### config.mk
export PLATFORM = sky130hd
export DESIGN_NAME = graycode_decoder_flat
export DESIGN_NICKNAME = d
export VERILOG_FILES = /design/src/rtl/graycode_pkg.sv /design/src/rtl/graycode_decoder_if.sv /design/src/rtl/graycode_decoder_gray2bin.sv /design/src/rtl/graycode_decoder.sv /design/src/flat_wrapper.sv
export SDC_FILE = /design/constraint.sdc
export NUM_CORES = 1
export LEC_CHECK = 0
export ABC_AREA = 1
export BUFFER_PORTS_ARGS = -buffer_cell sky130_fd_sc_hd__buf_2
export CORE_MARGIN = 2
export CORE_UTILIZATION = 59
export CTS_CLUSTER_DIAMETER = 40
export CTS_CLUSTER_SIZE = 40
export DETAILED_ROUTE_END_ITERATION = 8
export GPL_ROUTABILITY_DRIVEN = 1
export PLACE_DENSITY_LB_ADDON = 0.15
export SLEW_MARGIN = 20
export SYNTH_ARGS = -nofsm -noshare
export SYNTH_HDL_FRONTEND = slang
export SYNTH_HIERARCHICAL = 1
export SYNTH_SLANG_ARGS = --single-unit
### constraint.sdc
create_clock -name clk -period 5.65 [get_ports clk]
set_clock_uncertainty 0.1 [all_clocks]
set_input_delay 0.2825 -clock clk [delete_from_list [all_inputs] [get_ports clk]]
set_output_delay 0.2825 -clock clk [all_outputs]
set_load 0.01 [all_outputs]
### src/rtl/graycode_pkg.sv
// Shared Gray-code types and helpers for the decoder and the counter side.
package graycode_pkg;

    localparam int GRAY_W = 3;
    localparam int GRAY_MAX_W = 16;

    typedef enum logic [1:0] {
        STEP_NONE,
        STEP_UP,
        STEP_DN,
        STEP_ERR
    } step_t;

    typedef enum logic {
        EMPTY,
        TRACK
    } dec_state_t;

    // Zero-extended input keeps bin[msb] = g[msb] for any narrower width.
    function automatic logic [GRAY_MAX_W-1:0] gray_to_bin(
        input logic [GRAY_MAX_W-1:0] g
    );
        logic [GRAY_MAX_W-1:0] b;
        b = g;
        for (int i = GRAY_MAX_W - 2; i >= 0; i--) begin
            b[i] = b[i+1] ^ g[i];
        end
        return b;
    endfunction

endpackage

### src/rtl/graycode_decoder_if.sv
// Position bus between a Gray-code source, the decoder and its consumers.
interface graycode_decoder_if #(
    parameter int WIDTH = 3,
    parameter int POS_W = 8,
    parameter int ERR_W = 8
);

    logic [WIDTH-1:0] i_gray_code;
    logic [WIDTH-1:0] o_bin;
    logic             o_valid;
    logic             o_step_up;
    logic             o_step_dn;
    logic             o_err;
    logic [POS_W-1:0] o_pos;
    logic [ERR_W-1:0] o_err_cnt;

    modport master (
        output i_gray_code,
        input  o_bin, o_valid, o_step_up, o_step_dn,
        input  o_err, o_pos, o_err_cnt
    );

    modport slave (
        input  i_gray_code,
        output o_bin, o_valid, o_step_up, o_step_dn,
        output o_err, o_pos, o_err_cnt
    );

endinterface

### src/rtl/graycode_decoder_gray2bin.sv
// Combinational WIDTH-bit Gray to binary converter.
module gray2bin
    import graycode_pkg::*;
#(
    parameter int WIDTH = GRAY_W
) (
    input  logic [WIDTH-1:0] gray,
    output logic [WIDTH-1:0] bin
);

    logic [GRAY_MAX_W-1:0] full;

    assign full = gray_to_bin(GRAY_MAX_W'(gray));
    assign bin  = full[WIDTH-1:0];

endmodule

### src/rtl/graycode_decoder.sv
// Gray-code position decoder: step/error classification, position, errors.
// Optional input synchronizer enabled by defining GRAY_DEC_SYNC_EN.
module graycode_decoder
    import graycode_pkg::*;
#(
    parameter int WIDTH = GRAY_W,
    parameter int POS_W = 8,
    parameter int ERR_W = 8
) (
    input  logic              clk,
    input  logic              reset,
    graycode_decoder_if.slave bus
);

    logic [WIDTH-1:0] samp;
    logic             samp_vld;
    logic [WIDTH-1:0] new_bin;
    logic [WIDTH-1:0] delta;
    step_t            cls;

    dec_state_t       state_q;
    logic [WIDTH-1:0] bin_q;
    logic             valid_q;
    logic             up_q;
    logic             dn_q;
    logic             err_q;
    logic [POS_W-1:0] pos_q;
    logic [ERR_W-1:0] cnt_q;

`ifdef GRAY_DEC_SYNC_EN
    logic [WIDTH-1:0] sync1;
    logic [WIDTH-1:0] sync2;
    logic             sv1;
    logic             sv2;

    // Valid bits ride along so reset-value zeros are never decoded.
    always_ff @(posedge clk or posedge reset) begin
        if (reset) begin
            sync1 <= '0;
            sync2 <= '0;
            sv1   <= 1'b0;
            sv2   <= 1'b0;
        end else begin
            sync1 <= bus.i_gray_code;
            sync2 <= sync1;
            sv1   <= 1'b1;
            sv2   <= sv1;
        end
    end

    assign samp     = sync2;
    assign samp_vld = sv2;
`else
    assign samp     = bus.i_gray_code;
    assign samp_vld = 1'b1;
`endif

    gray2bin #(
        .WIDTH(WIDTH)
    ) u_gray2bin (
        .gray(samp),
        .bin (new_bin)
    );

    assign delta = new_bin - bin_q;

    always_comb begin
        cls = STEP_NONE;
        if (state_q == TRACK) begin
            if (delta == WIDTH'(1)) begin
                cls = STEP_UP;
            end else if (delta == '1) begin
                cls = STEP_DN;
            end else if (delta != '0) begin
                cls = STEP_ERR;
            end
        end
    end

    always_ff @(posedge clk or posedge reset) begin
        if (reset) begin
            state_q <= EMPTY;
            bin_q   <= '0;
            valid_q <= 1'b0;
            up_q    <= 1'b0;
            dn_q    <= 1'b0;
            err_q   <= 1'b0;
            pos_q   <= '0;
            cnt_q   <= '0;
        end else begin
            up_q  <= 1'b0;
            dn_q  <= 1'b0;
            err_q <= 1'b0;
            case (state_q)
                EMPTY: begin
                    if (samp_vld) begin
                        bin_q   <= new_bin;
                        valid_q <= 1'b1;
                        state_q <= TRACK;
                    end
                end
                TRACK: begin
                    bin_q <= new_bin;
                    case (cls)
                        STEP_UP: begin
                            up_q  <= 1'b1;
                            pos_q <= pos_q + POS_W'(1);
                        end
                        STEP_DN: begin
                            dn_q  <= 1'b1;
                            pos_q <= pos_q - POS_W'(1);
                        end
                        STEP_ERR: begin
                            err_q <= 1'b1;
                            if (cnt_q != '1) begin
                                cnt_q <= cnt_q + ERR_W'(1);
                            end
                        end
                        default: ;
                    endcase
                end
                default: state_q <= EMPTY;
            endcase
        end
    end

    assign bus.o_bin     = bin_q;
    assign bus.o_valid   = valid_q;
    assign bus.o_step_up = up_q;
    assign bus.o_step_dn = dn_q;
    assign bus.o_err     = err_q;
    assign bus.o_pos     = pos_q;
    assign bus.o_err_cnt = cnt_q;

endmodule

### src/flat_wrapper.sv
// flat-port wrapper written by rule: the top's interface ports become plain ports
module graycode_decoder_flat import graycode_pkg::*;
#(
    parameter int WIDTH = GRAY_W,
    parameter int POS_W = 8,
    parameter int ERR_W = 8
)
  (clk, reset, bus_i_gray_code, bus_o_bin, bus_o_valid, bus_o_step_up, bus_o_step_dn, bus_o_err, bus_o_pos, bus_o_err_cnt);
  graycode_decoder_if #(.WIDTH(WIDTH), .POS_W(POS_W), .ERR_W(ERR_W)) bus_i ();
  input  logic clk;
  input  logic reset;
  input wire logic [$bits(bus_i.i_gray_code)-1:0] bus_i_gray_code;
  output wire logic [$bits(bus_i.o_bin)-1:0] bus_o_bin;
  output wire logic [$bits(bus_i.o_valid)-1:0] bus_o_valid;
  output wire logic [$bits(bus_i.o_step_up)-1:0] bus_o_step_up;
  output wire logic [$bits(bus_i.o_step_dn)-1:0] bus_o_step_dn;
  output wire logic [$bits(bus_i.o_err)-1:0] bus_o_err;
  output wire logic [$bits(bus_i.o_pos)-1:0] bus_o_pos;
  output wire logic [$bits(bus_i.o_err_cnt)-1:0] bus_o_err_cnt;
  assign bus_i.i_gray_code = bus_i_gray_code;
  assign bus_o_bin = bus_i.o_bin;
  assign bus_o_valid = bus_i.o_valid;
  assign bus_o_step_up = bus_i.o_step_up;
  assign bus_o_step_dn = bus_i.o_step_dn;
  assign bus_o_err = bus_i.o_err;
  assign bus_o_pos = bus_i.o_pos;
  assign bus_o_err_cnt = bus_i.o_err_cnt;
  graycode_decoder #(.WIDTH(WIDTH), .POS_W(POS_W), .ERR_W(ERR_W)) u_core (.clk(clk), .reset(reset), .bus(bus_i));
endmodule
=== Word level (Yosys, flattened, before mapping) ===
Index checks and enable logic that the tools add are counted.

* Register bits: 24
* Input bits: 5
* Word-level logic and storage cells: 35

* Add/sub/neg operators: 4
* Equal/unequal tests: 6
* Mux-type cells: 11
* Bitwise operators: 2
* Reductions and logical operators: 4

{| class="wikitable"
|+ Operators with widths
! operator !! number
|-
| adder 8 x 1 -> 8 bit (second input constant) || 2
|-
| case mux 8 bit (2 select lines) || 1
|-
| two-way mux 2 bit || 4
|-
| inequality test 8 bit (second input constant) || 1
|-
| subtractor 8 x 1 -> 8 bit (second input constant) || 1
|-
| two-way mux 1 bit || 6
|-
| equality test 2 bit (second input constant) || 2
|-
| equality test 3 x 1 -> 1 bit (second input constant) || 1
|-
| equality test 3 bit (second input constant) || 1
|-
| AND reduction 3 bit || 1
|-
| nonzero test 3 bit || 1
|-
| subtractor 3 bit || 1
|-
| equality test 2 x 1 -> 1 bit (second input constant) || 1
|-
| AND reduction 2 bit || 1
|-
| nonzero test 2 bit || 1
|-
| XOR 1 bit || 2
|}

=== Depth between registers and ports, before layout ===
Gate-level depths: netlist of the first run.

* Word-level depth: 11
* Depth in mapped cells: 23
* Mapped depth without buffers: 23

=== Hierarchy ===
Netlist of the first run, hierarchy kept.

{| class="wikitable"
|+ By module, submodules not included
! module !! times used !! cells each !! area each (um2) !! sequential area each (um2)
|-
| graycode_decoder || 1 || 182 || 1450.1 || 600.6
|-
| gray2bin || 1 || 12 || 51.3 || 0.0
|}

=== Worst setup path after synthesis of the first run ===
Ideal clock, no wire load.

* Path kind: input port to flip-flop
* Start: input port bus_i_gray_code[2]
* End: register u_core.pos_q[6] (netlist: u_core/bus.o_pos[6])
* Library setup time: 0.117 ns
* Data arrival time: 2.698 ns
* Data required time: 5.433 ns
* Path slack: 2.735 ns
* Stages on the path: 21
* Cells stage by stage: inv_1 nand2_1 nand3_1 nand2_1 inv_1 ha_1 fa_1 nand2_1 nand2_1 a21oi_1 ha_1 inv_1 fa_1 inv_1 nand2_1 nand2_1 nand3b_1 nand2_1 nand2_1 nand3_1 nand2_1

* Word-level cells in the longest chain between the ends: 11

{| class="wikitable"
|+ RTL lines
! element !! line !! RTL
|-
| start: declaration || flat_wrapper.sv:12 || <nowiki>input wire logic [$bits(bus_i.i_gray_code)-1:0] bus_i_gray_code;</nowiki>
|-
| XOR 1 bit (*) (2 in series) || graycode_pkg.sv:26 || <nowiki>b[i] = b[i+1] ^ g[i];</nowiki>
|-
| named net u_core.new_bin[0] || graycode_decoder.sv:17 || <nowiki>logic [WIDTH-1:0] new_bin;</nowiki>
|-
| subtractor 3 bit (*) || graycode_decoder.sv:65 || <nowiki>assign delta = new_bin - bin_q;</nowiki>
|-
| nonzero test 3 bit || graycode_decoder.sv:74 || <nowiki>end else if (delta != '0) begin</nowiki>
|-
| two-way mux 2 bit || graycode_decoder.sv:74 ||
|-
| two-way mux 2 bit || graycode_decoder.sv:72 || <nowiki>end else if (delta == '1) begin</nowiki>
|-
| two-way mux 2 bit (*) || graycode_decoder.sv:70 || <nowiki>if (delta == WIDTH'(1)) begin</nowiki>
|-
| two-way mux 2 bit (*) || graycode_decoder.sv:69 || <nowiki>if (state_q == TRACK) begin</nowiki>
|-
| equality test 2 x 1 -> 1 bit / equality test 2 bit (equally long branches) || graycode_decoder.sv:104 || <nowiki>case (cls)</nowiki>
|-
| nonzero test 2 bit (no line) || -- ||
|-
| AND reduction 2 bit (no line) || -- ||
|-
| end signal: assignment || graycode_decoder.sv:107 || <nowiki>pos_q <= pos_q + POS_W'(1);</nowiki>
|-
| end signal: assignment || graycode_decoder.sv:111 || <nowiki>pos_q <= pos_q - POS_W'(1);</nowiki>
|-
| end: declaration || graycode_decoder.sv:27 || <nowiki>logic [POS_W-1:0] pos_q;</nowiki>
|}

The timed path passes the listed nets; every way through them passes the cells marked *.
A chain may end at the register's enable or synchronous reset.

=== Final worst setup path of the first run ===
Same ends and word-level chain as after synthesis.

==> results of run 1 <==
-- metal layers --
layer	vias up	share of wire [%]	wire, um
li1	647	-	-
met1	607	45	1316
met2	18	52	1513
met3	2	2.8	82
met4	0	0.44	13
met5	-	0	0
-- state kept, by name, summed over array words and instances (netlist names) --
name / cells
u_core/bus.o_bin: 3
u_core/bus.o_err: 1
u_core/bus.o_err_cnt: 8
u_core/bus.o_pos: 8
u_core/bus.o_step_dn: 1
u_core/bus.o_step_up: 1
u_core/bus.o_valid: 1
u_core/state_q: 1
-- worst min path at each step --
stage                                   from             endpoint  slack [ns]
after global placement    u_core/bus.o_valid   u_core/bus.o_valid        0.35
after detailed placement  u_core/bus.o_valid   u_core/bus.o_valid        0.35
after CTS                 bus_i_gray_code[2]  u_core/bus.o_bin[2]        0.04
after floorplan                        reset  u_core/bus.o_bin[0]        0.20
final                                  reset  u_core/bus.o_bin[0]        0.04
after global routing      bus_i_gray_code[2]  u_core/bus.o_bin[2]        0.04
-- area by class of cell --
type                    count  area [um2]
repair buffers             27       135.1
multi-input cells         134       755.7
inverters                  34       130.1
flip-flops and latches     24       600.6
well taps                  30       37.54
clock buffers               3       22.52
fillers                   212       773.2
-- placed cells by master, fill, tap and decap left out --
master    instances
xor2_1            5
nand2_1          61
a21oi_1           5
o21ai_2           1
ha_1             11
nand2_4           1
inv_2             1
xnor2_1           3
fa_1              2
dfrtp_1          24
inv_1            32
o21ai_0           4
conb_1            1
nand3b_1          4
buf_2            27
inv_4             1
nand3_1          19
or2_2             1
nor3_1            1
clkbuf_4          3
nor2_2            1
nand2_2           4
nor2_1            8
or2_1             2
-- stage by stage --
stage	area, um2	util (%)	power [mW]	instances
after floorplan	1501	-	0.4998	194
after detailed placement	1659	67.58	0.6027	249
final	1682	68.50	0.6739	252
after global placement	1659	67.58	0.5850	249
after CTS	1682	68.50	0.6812	252
after global routing	1682	68.50	0.7369	252
-- critical path, cell delays in order --
cell,delay (ns)
buf_2,0.14
inv_1,0.07
nand2_1,0.07
nand3_1,0.07
nand2_1,0.07
inv_1,0.04
ha_1,0.18
fa_1,0.38
nand2_1,0.10
nand2_1,0.07
a21oi_1,0.23
ha_1,0.41
inv_1,0.10
fa_1,0.37
inv_1,0.08
nand2_1,0.06
nand2_1,0.09
nand3b_1,0.10
nand2_1,0.07
nand2_1,0.04
nand3_1,0.06
nand2_1,0.05
-- cells by family after synthesis --
family / share of synthesized area [%]
DFF: 40.00
xor gates and xnor gates: 4.667
other: 0.2498
AOI/OAI and AO/OA: 3.583
buffers and inverters: 9.667
and+or+nand+nor: 30.00
adders and majority gates: 11.83
-- cell usage after synthesis --
cell type / instances / share of area [%]
nand2_1: 61 / 15
inv_1: 32 / 8.0
dfrtp_1: 24 / 40
nand3_1: 19 / 6.3
ha_1: 11 / 9.2
nor2_1: 8 / 2.0
a21oi_1: 5 / 1.7
xor2_1: 5 / 2.9
nand2_2: 4 / 1.7
nand3b_1: 4 / 2.0
o21ai_0: 4 / 1.3
xnor2_1: 3 / 1.8
buf_4: 2 / 1.0
fa_1: 2 / 2.7
or2_1: 2 / 0.83
conb_1: 1 / 0.25
inv_2: 1 / 0.25
inv_4: 1 / 0.42
nand2_4: 1 / 0.75
nor2_2: 1 / 0.42
nor3_1: 1 / 0.33
o21ai_2: 1 / 0.58
or2_2: 1 / 0.42
-- power groups by stage --
| stage | clock, mW | sequential (mW) | combinational, mW |
|---|---|---|---|
| 3_5_place_dp | 0 | 0.269 | 0.334 |
| 6_report | 0.0739 | 0.266 | 0.335 |
| 5_1_grt | 0.0846 | 0.273 | 0.379 |
| 2_1_floorplan | 0 | 0.284 | 0.216 |
| 4_1_cts | 0.0796 | 0.265 | 0.337 |
| 3_3_place_gp | 0 | 0.266 | 0.319 |
==> flow_summary.yaml, run 1 <==
run:
  maxCapViolCount: 0
timing:
  rsz0062_at_grt: "false"
  slew_violations: 0
  finalSetupTns_ns: 0
  setup_viol_count_final: 0
  timing.final.crit_share_pct: 53.79
  fin_crit_ns: 3.039
  hold_viol_final: 0
  setup_ws_ns: 2.611
  relSlewSlack_pct: 39.76
  tightestPinTransition_ns: 0.9026
  fmax_mhz: 329.0
  hold_slack_ns: 0.04207
floorplan:
  initial_core_util_pct: 61.16
  die_w_um: 54.45
  die_h_um: 54.45
  die-area_mm2: 0.002964
  num_rows: 18
  pin_count: 28
  placeableCoreArea_mm2: 0.002455
clock_tree:
  htree_levels: 1
  cts_tree: "yes"
  cts-resized-gates: 0
  root_buffer: "clkbuf_4"
  cts_made_buffers: 3
  cts.hold.buffers_added: 0
  path_clk_slew_ns: 0.13
  cts_sinks: 24
  cts_setup_buffers: 0
  worstSkewPairLatency_ns: 0.31
  clockBufferDepth: 2
placement:
  port_buffers: 27
  preCtsSetupSlack_ns: 2.266
  dp_hpwl_um: 2263
  gp_congestion: 0.8253
power_and_ir_drop:
  switching_share_pct: 43.64
  leakage_nw: 1.003
  p_sw_mw: 0.2941
  p_seq_share_pct: 39.4
  vdd_drop_max_mv: 0.2717
  power_density_mw_per_mm2: 400.8
  power_frac_comb_pct: 49.6
  clkPwrFrac_pct: 11.0
  intPower_mw: 0.3798
grt:
  grt_pass1_vias: 1139
  met2_usage_pct: 40.36
  grt_usage_pct: 21.89
  grt_overflow_total: 0
  grt.busiest_layer: "met2"
  grt_pass1_wl_um: 4609
  grt_util_met1_pct: 25.56
  grt_start_max_net_pins: 25
  use_met3_pct: 4.098
  antenna_found_initial: 0
yosys:
  synthDistinctLibCells: 23
  syn_avg_cell_area_um2: 7.739
  synth_nets: 212
  syn_inst: 194
  ys_seq_area_share_pct: 40.00
  synth_seq_cells: 24
  synthesis.area_mm2: 0.001501
  ys_warn_count: 6
worst_setup_path:
  r2r_slack_ns: 2.62
  crit_required_ns: 5.76
  path_max_fanout: 9
  critPathCaptureType: "flop"
  cp-startpoint: "bus_i_gray_code[2]"
  critPathCapture: "u_core/bus.o_pos[6]"
  start_kind: "input port"
  reg2reg_depth: 16
  worstSetupPathType: "input port to flop"
  reg2reg_to: "u_core/bus.o_pos[6]"
  r2r_start: "u_core/bus.o_bin[0]"
  worstPathArrival_ns: 3.15
drt:
  drt_iter0_markers: 20
  first_pass_iters: 4
  drc: 0
  num_vias: 1274
  wire_per_inst_um: 11.61
  routed_wl_um: 2926
  antenna_left: 0
  viasPerCell: 5.056
cells_and_area:
  syn2layout_area_growth_pct: 12.00
  nets: 242
  diodes: 0
  drive_above_1_share_pct: 18.02
worst_hold_path:
  hp-class: "input port to asynchronous set/reset pin"
status:
  outcome: "finished clean"
(Power assumes the default switching activity.)
==> run 2, diff against run 1 <==
ABC_AREA = 0   (was 1)
CORE_UTILIZATION = 54   (was 59)
clock period = 3.1 ns   (was 5.65 ns; I/O delays follow)
==> flow_summary.yaml, run 2 <==
status:
  outcome: "finished, violations left"
  violations: "setup timing"
worst_setup_path:
  crit_slowest_cell: "dfrtp_1"
  critPathMaxStageDelay_ns: 0.41
  cp_num_buf_inv: 2
  cp.depth: 16
  crit_required_ns: 3.24
  crit_chain: "ha_2 > fa_2 > xor2_2 > xnor2_2 > and3_1 > nor2_2 > nand2_2 > ha_4 > buf_4 > buf_12 > ha_4 > nand2_1 > nor3_4 > a211oi_2 > xnor2_1 > o31ai_1"
  worstSetupPathType: "flop to flop"
  worstPathArrival_ns: 3.55
  reg2reg_to: "u_core/bus.o_pos[7]"
  r2r_start: "u_core/bus.o_bin[0]"
  start_kind: "flop"
  critPathTopFamily: "adder cells"
  r2r_slack_ns: -0.31
  critPathCaptureType: "flop"
  reg2reg_depth: 16
  cpMostUsedCell: "ha_4"
  path_max_fanout: 7
cells_and_area:
  most-common-layout-cells: "buf_2, dfrtp_1, buf_4"
  nets: 206
  fin_area_mm2: 0.001957
  layout_commonest_cell: "buf_2"
  syn2layout_area_growth_pct: 41.80
  drive_above_1_share_pct: 43.32
  diodes: 0
  layout.cells.non_filler: 217
timing:
  timing.final.crit_share_pct: 110.1
  slew_violations: 0
  fin_crit_ns: 3.414
  finalSetupTns_ns: -0.7162
  hold_viol_final: 0
  setup_viol_count_final: 4
  fmax_mhz: 292.9
  rsz0062_at_grt: "true"
  setup_ws_ns: -0.3143
  tightestPinTransition_ns: 0.8853
  relSlewSlack_pct: 40.91
worst_hold_path:
  hp-start: "bus_i_gray_code[0]"
  hp-class: "input port to flop"
  hold_depth: 2
  hold_path_end: "u_core/bus.o_bin[0]"
yosys:
  synthFlopType: "dfrtp_1"
  synth_nets: 150
  synthesis.area_mm2: 0.001380
  synth_compound_area_share_pct: 12.60
  syn_avg_cell_area_um2: 10.46
  netlist.area_leader.share_pct: 43.52
  async_flop_share_pct: 100.0
  synth_top_cell_by_area: "dfrtp_1"
  synth_edf_count: 0
  ys_warn_count: 6
  synth_commonest_cells: "dfrtp_1, nand2_1, ha_1"
  syn_inst: 132
  synthMuxAreaShare_pct: 0.8160
  synth_xor_area_share_pct: 11.24
  synth_seq_cells: 24
  synth-simple-area-share_pct: 15.59
  synthAdderAreaFrac_pct: 12.87
  yosys-top-cells-area: "dfrtp_1, ha_1, xnor2_1"
  yosysMostFrequentCell: "dfrtp_1"
  synthDistinctLibCells: 35
  synth_top_family_by_area: "simple AND/OR/NAND/NOR gates"
  ys_seq_area_share_pct: 43.52
floorplan:
  die-area_mm2: 0.002976
  die_h_um: 54.56
  die_w_um: 54.56
  num_rows: 18
  pin_count: 28
  placeableCoreArea_mm2: 0.002455
  initial_core_util_pct: 56.22
drt:
  viasPerCell: 5.304
  num_vias: 1151
  routed_wl_um: 3099
  first_pass_iters: 4
  wire_per_inst_um: 14.28
  antenna_left: 0
  drc: 0
  drt_iter0_markers: 7
grt:
  grt_pass1_wl_um: 4926
  grt_util_met1_pct: 28.70
  use_met3_pct: 2.732
  grt_overflow_total: 0
  grt_pass1_vias: 1161
  grt_start_max_net_pins: 25
  met2_usage_pct: 40.96
  antenna_found_initial: 0
  grt.busiest_layer: "met2"
  grt_usage_pct: 23.37
clock_tree:
  cts_tree: "yes"
  path_clk_slew_ns: 0.13
  htree_levels: 1
  cts_made_buffers: 3
  cts_sinks: 24
  root_buffer: "clkbuf_4"
  clockBufferDepth: 2
  worstSkewPairLatency_ns: 0.33
run:
  maxCapViolCount: 0
power_and_ir_drop:
  power_density_mw_per_mm2: 860.0
  leakage_nw: 0.9385
  vdd_drop_max_mv: 0.6356
  power_mw: 1.683
placement:
  port_buffers: 27
  gp_congestion: 0.7786
  dp_cells: 209
  dp_hpwl_um: 2239
  dpl_cell_area_mm2: 0.001813
  preCtsSetupSlack_ns: -0.5412
run 2: worst max path at each step:
stage	end	slack (ns)	from
6_report	u_core/bus.o_pos[7]	-0.31	u_core/bus.o_bin[0]
5_1_grt	u_core/bus.o_pos[7]	-0.46	u_core/bus.o_bin[0]
4_1_cts	u_core/bus.o_pos[6]	-0.22	u_core/bus.o_bin[0]
3_5_place_dp	u_core/bus.o_pos[6]	-0.54	bus_i_gray_code[1]
3_3_place_gp	u_core/bus.o_pos[6]	-0.40	bus_i_gray_code[1]
2_1_floorplan	u_core/bus.o_pos[7]	-0.19	bus_i_gray_code[1]
run 2: through the flow:
step,utilization (%),hold slack (ns)
after floorplan,-,0.06962
after global placement,73.85,0.2829
after detailed placement,73.85,0.3048
after CTS,77.01,0.003422
after global routing,79.71,0.01086
final,79.71,0.01087
run 2: cell type report:
type	count	area, um2
Clock buffer	3	22.52
Clock inverter	1	30.03
Fill cell	162	498.0
Inverter	7	26.28
Multi-Input combinational cell	98	884.6
Sequential cell	24	600.6
Tap cell	30	37.54
Timing Repair Buffer	54	355.3
run 2: cell families (layout without fill, tap and decap cells):
| kind of cell | count (synthesis) | after routing |
|---|---|---|
| XOR/XNOR | 16 | 16 |
| multiplexers | 1 | 1 |
| adder cells (fa/ha/maj) | 13 | 13 |
| AND/OR/NAND/NOR | 42 | 42 |
| AO/OA/AOI/OAI | 25 | 25 |
| flip-flops | 24 | 24 |
| other | 1 | 1 |
| buffers and inverters | 10 | 65 |
run 2: where the power goes:
group          leakage, nW  internal (mW)  switching, mW
clock network       0.0279          0.131          0.101
registers            0.301          0.398          0.108
logic                0.609          0.507          0.439
run 2: per-layer routing:
layer	wire length (um)	vias up
met1	1333	562
met5	0	-
met4	35	0
li1	-	559
met3	74	4
met2	1656	26
run 2: timing repair:
| action | in CTS | in global routing |
|---|---|---|
| endpoints found under the setup margin | 4 | 6 |
| endpoints found under the hold margin | 25 | 0 |
| setup buffers | 0 | 2 |
| hold buffers | 2 | 0 |
| gates resized for setup | 1 | 9 |
| pin swaps | 2 | 17 |
==> run 3, diff against run 2 <==
HOLD_SLACK_MARGIN = 0.06   (was not set)
==> flow_summary.yaml, run 3 (synthesis gave the netlist of run 2 again) <==
worst_setup_path:
  cp_num_buf_inv: 2
  crit_required_ns: 3.22
  crit_slowest_cell: "or4_1"
  worstPathArrival_ns: 3.50
  critPathTopFamily: "simple AND/OR/NAND/NOR gates"
  start_kind: "flop"
  worstSetupPathType: "flop to flop"
  critPathCaptureType: "flop"
  critPathMaxStageDelay_ns: 0.49
  crit_chain: "ha_2 > fa_2 > xor2_2 > xnor2_2 > and3_1 > nor2_2 > nand2_2 > ha_4 > buf_4 > buf_12 > ha_4 > nand2_1 > o21bai_1 > or4_1 > nand4_1 > o31ai_1"
  path_max_fanout: 7
  cpMostUsedCell: "ha_4"
floorplan:
  die_h_um: 54.56
  die_w_um: 54.56
  pin_count: 28
  placeableCoreArea_mm2: 0.002455
  die-area_mm2: 0.002976
  initial_core_util_pct: 56.22
  num_rows: 18
drt:
  first_pass_iters: 4
  viasPerCell: 5.265
  routed_wl_um: 3099
  drc: 0
  drt_iter0_markers: 11
  wire_per_inst_um: 14.15
  num_vias: 1153
  antenna_left: 0
power_and_ir_drop:
  p_seq_share_pct: 30.0
  leakage_nw: 0.9473
  switching_share_pct: 38.33
  power_density_mw_per_mm2: 852.0
  vdd_drop_max_mv: 0.6342
  intPower_mw: 1.039
  clkPwrFrac_pct: 13.7
  p_sw_mw: 0.6456
  power_mw: 1.684
  power_frac_comb_pct: 56.2
cells_and_area:
  syn2layout_area_growth_pct: 43.25
  fin_util_pct: 80.53
  nets: 208
  most-common-layout-cells: "buf_2, dfrtp_1, buf_4"
  layout_commonest_cell: "buf_2"
  layout.cells.non_filler: 219
  diodes: 0
  drive_above_1_share_pct: 42.86
  nFillCells: 163
grt:
  grt_pass1_vias: 1171
  use_met3_pct: 3.279
  grt_overflow_total: 0
  grt_pass1_wl_um: 4947
  grt_usage_pct: 23.43
  antenna_found_initial: 0
  met2_usage_pct: 40.16
  grt_util_met1_pct: 28.70
  grt.busiest_layer: "met2"
  grt_start_max_net_pins: 25
placement:
  dp_hpwl_um: 2239
  gp_congestion: 0.7786
  dp_cells: 209
  port_buffers: 27
  preCtsSetupSlack_ns: -0.5412
timing:
  relSlewSlack_pct: 40.50
  tightestPinTransition_ns: 0.8915
  slew_violations: 0
  rsz0062_at_grt: "true"
  timing.final.crit_share_pct: 109.0
  setup_ws_ns: -0.2775
  fin_crit_ns: 3.378
  setup_viol_count_final: 3
  hold_viol_final: 0
  fmax_mhz: 296.1
clock_tree:
  path_clk_slew_ns: 0.13
  cts_sinks: 24
  worstSkewPairLatency_ns: 0.33
  htree_levels: 1
  clockBufferDepth: 2
  cts_made_buffers: 3
  cts_tree: "yes"
  root_buffer: "clkbuf_4"
status:
  outcome: "finished, violations left"
  violations: "setup timing"
run:
  maxCapViolCount: 0
worst_hold_path:
  hp-class: "flop to flop"
run 3: changes by cell type in the layout (fill, tap and decap cells not counted):
cell           previous run  this run
dlygate4sd3_1             2         4
run 3: path summary, 6_finish.rpt:
kind	from	endpoint	slack (ns)	cells past startpoint
worst min-delay path	u_core/bus.o_valid	u_core/bus.o_valid	0.39	1
min in group asynchronous	reset	u_core/bus.o_err_cnt[0]	0.44	3
worst max-delay path	u_core/bus.o_bin[0]	u_core/bus.o_pos[7]	-0.28	16
worst min register to register	u_core/bus.o_valid	u_core/bus.o_valid	0.39	1
max in group asynchronous	reset	u_core/bus.o_bin[2]	1.90	3
worst max register to register	u_core/bus.o_bin[0]	u_core/bus.o_pos[7]	-0.28	16
run 3: layer usage:
metal	up-vias	routed length [um]
met5	-	0
met3	4	101
li1	564	-
met4	0	31
met2	27	1644
met1	558	1322
run 3: metrics by stage:
| stage | TNS, ns | hold WS, ns | area, um2 |
|---|---|---|---|
| 4_1_cts | -0.4141 | 0.3895 | 1911 |
| 6_report | -0.5892 | 0.3858 | 1977 |
| 5_1_grt | -1.215 | 0.4241 | 1977 |
| 3_5_place_dp | -2.159 | 0.3048 | 1813 |
| 3_3_place_gp | -1.396 | 0.2829 | 1813 |
| 2_1_floorplan | -0.4447 | 0.06962 | 1471 |
run 3: worst reg2reg max path: cells and delay by family, from the launching register on:
| kind | cells | cell delay, ns |
|---|---|---|
| simple gates | 6 | 1.05 |
| fa+ha+maj | 4 | 0.99 |
| flops | 1 | 0.41 |
| xor+xnor | 2 | 0.32 |
| buf+inv | 2 | 0.28 |
| compound gates | 2 | 0.14 |
run 3: layout make-up:
cell class,instances,area [um2],area share (%)
clock inverters,1,30.03,1.519
well taps,30,37.54,1.899
multi-input cells,98,884.6,44.75
inverters,7,26.28,1.329
clock buffers,3,22.52,1.139
flip-flops and latches,24,600.6,30.38
repair buffers,56,375.4,18.99
run 3: repair_timing:
action                                 4_1_cts  5_1_grt
pin swaps                                    2       13
hold buffers                                 4        0
buffers inserted                             0        2
endpoints found under the hold margin       27        0
gates cloned                                 0        0
setup endpoints to repair                    4        6
gates resized for setup                      1        9
run 3: power groups by stage:
| stage | combinational [mW] | sequential [mW] | clock, mW |
|---|---|---|---|
| final | 0.947 | 0.506 | 0.231 |
| after global routing | 1.04 | 0.522 | 0.247 |
| after CTS | 0.871 | 0.499 | 0.234 |
| after detailed placement | 0.853 | 0.506 | 0 |
| after global placement | 0.819 | 0.498 | 0 |
| after floorplan | 0.486 | 0.530 | 0 |
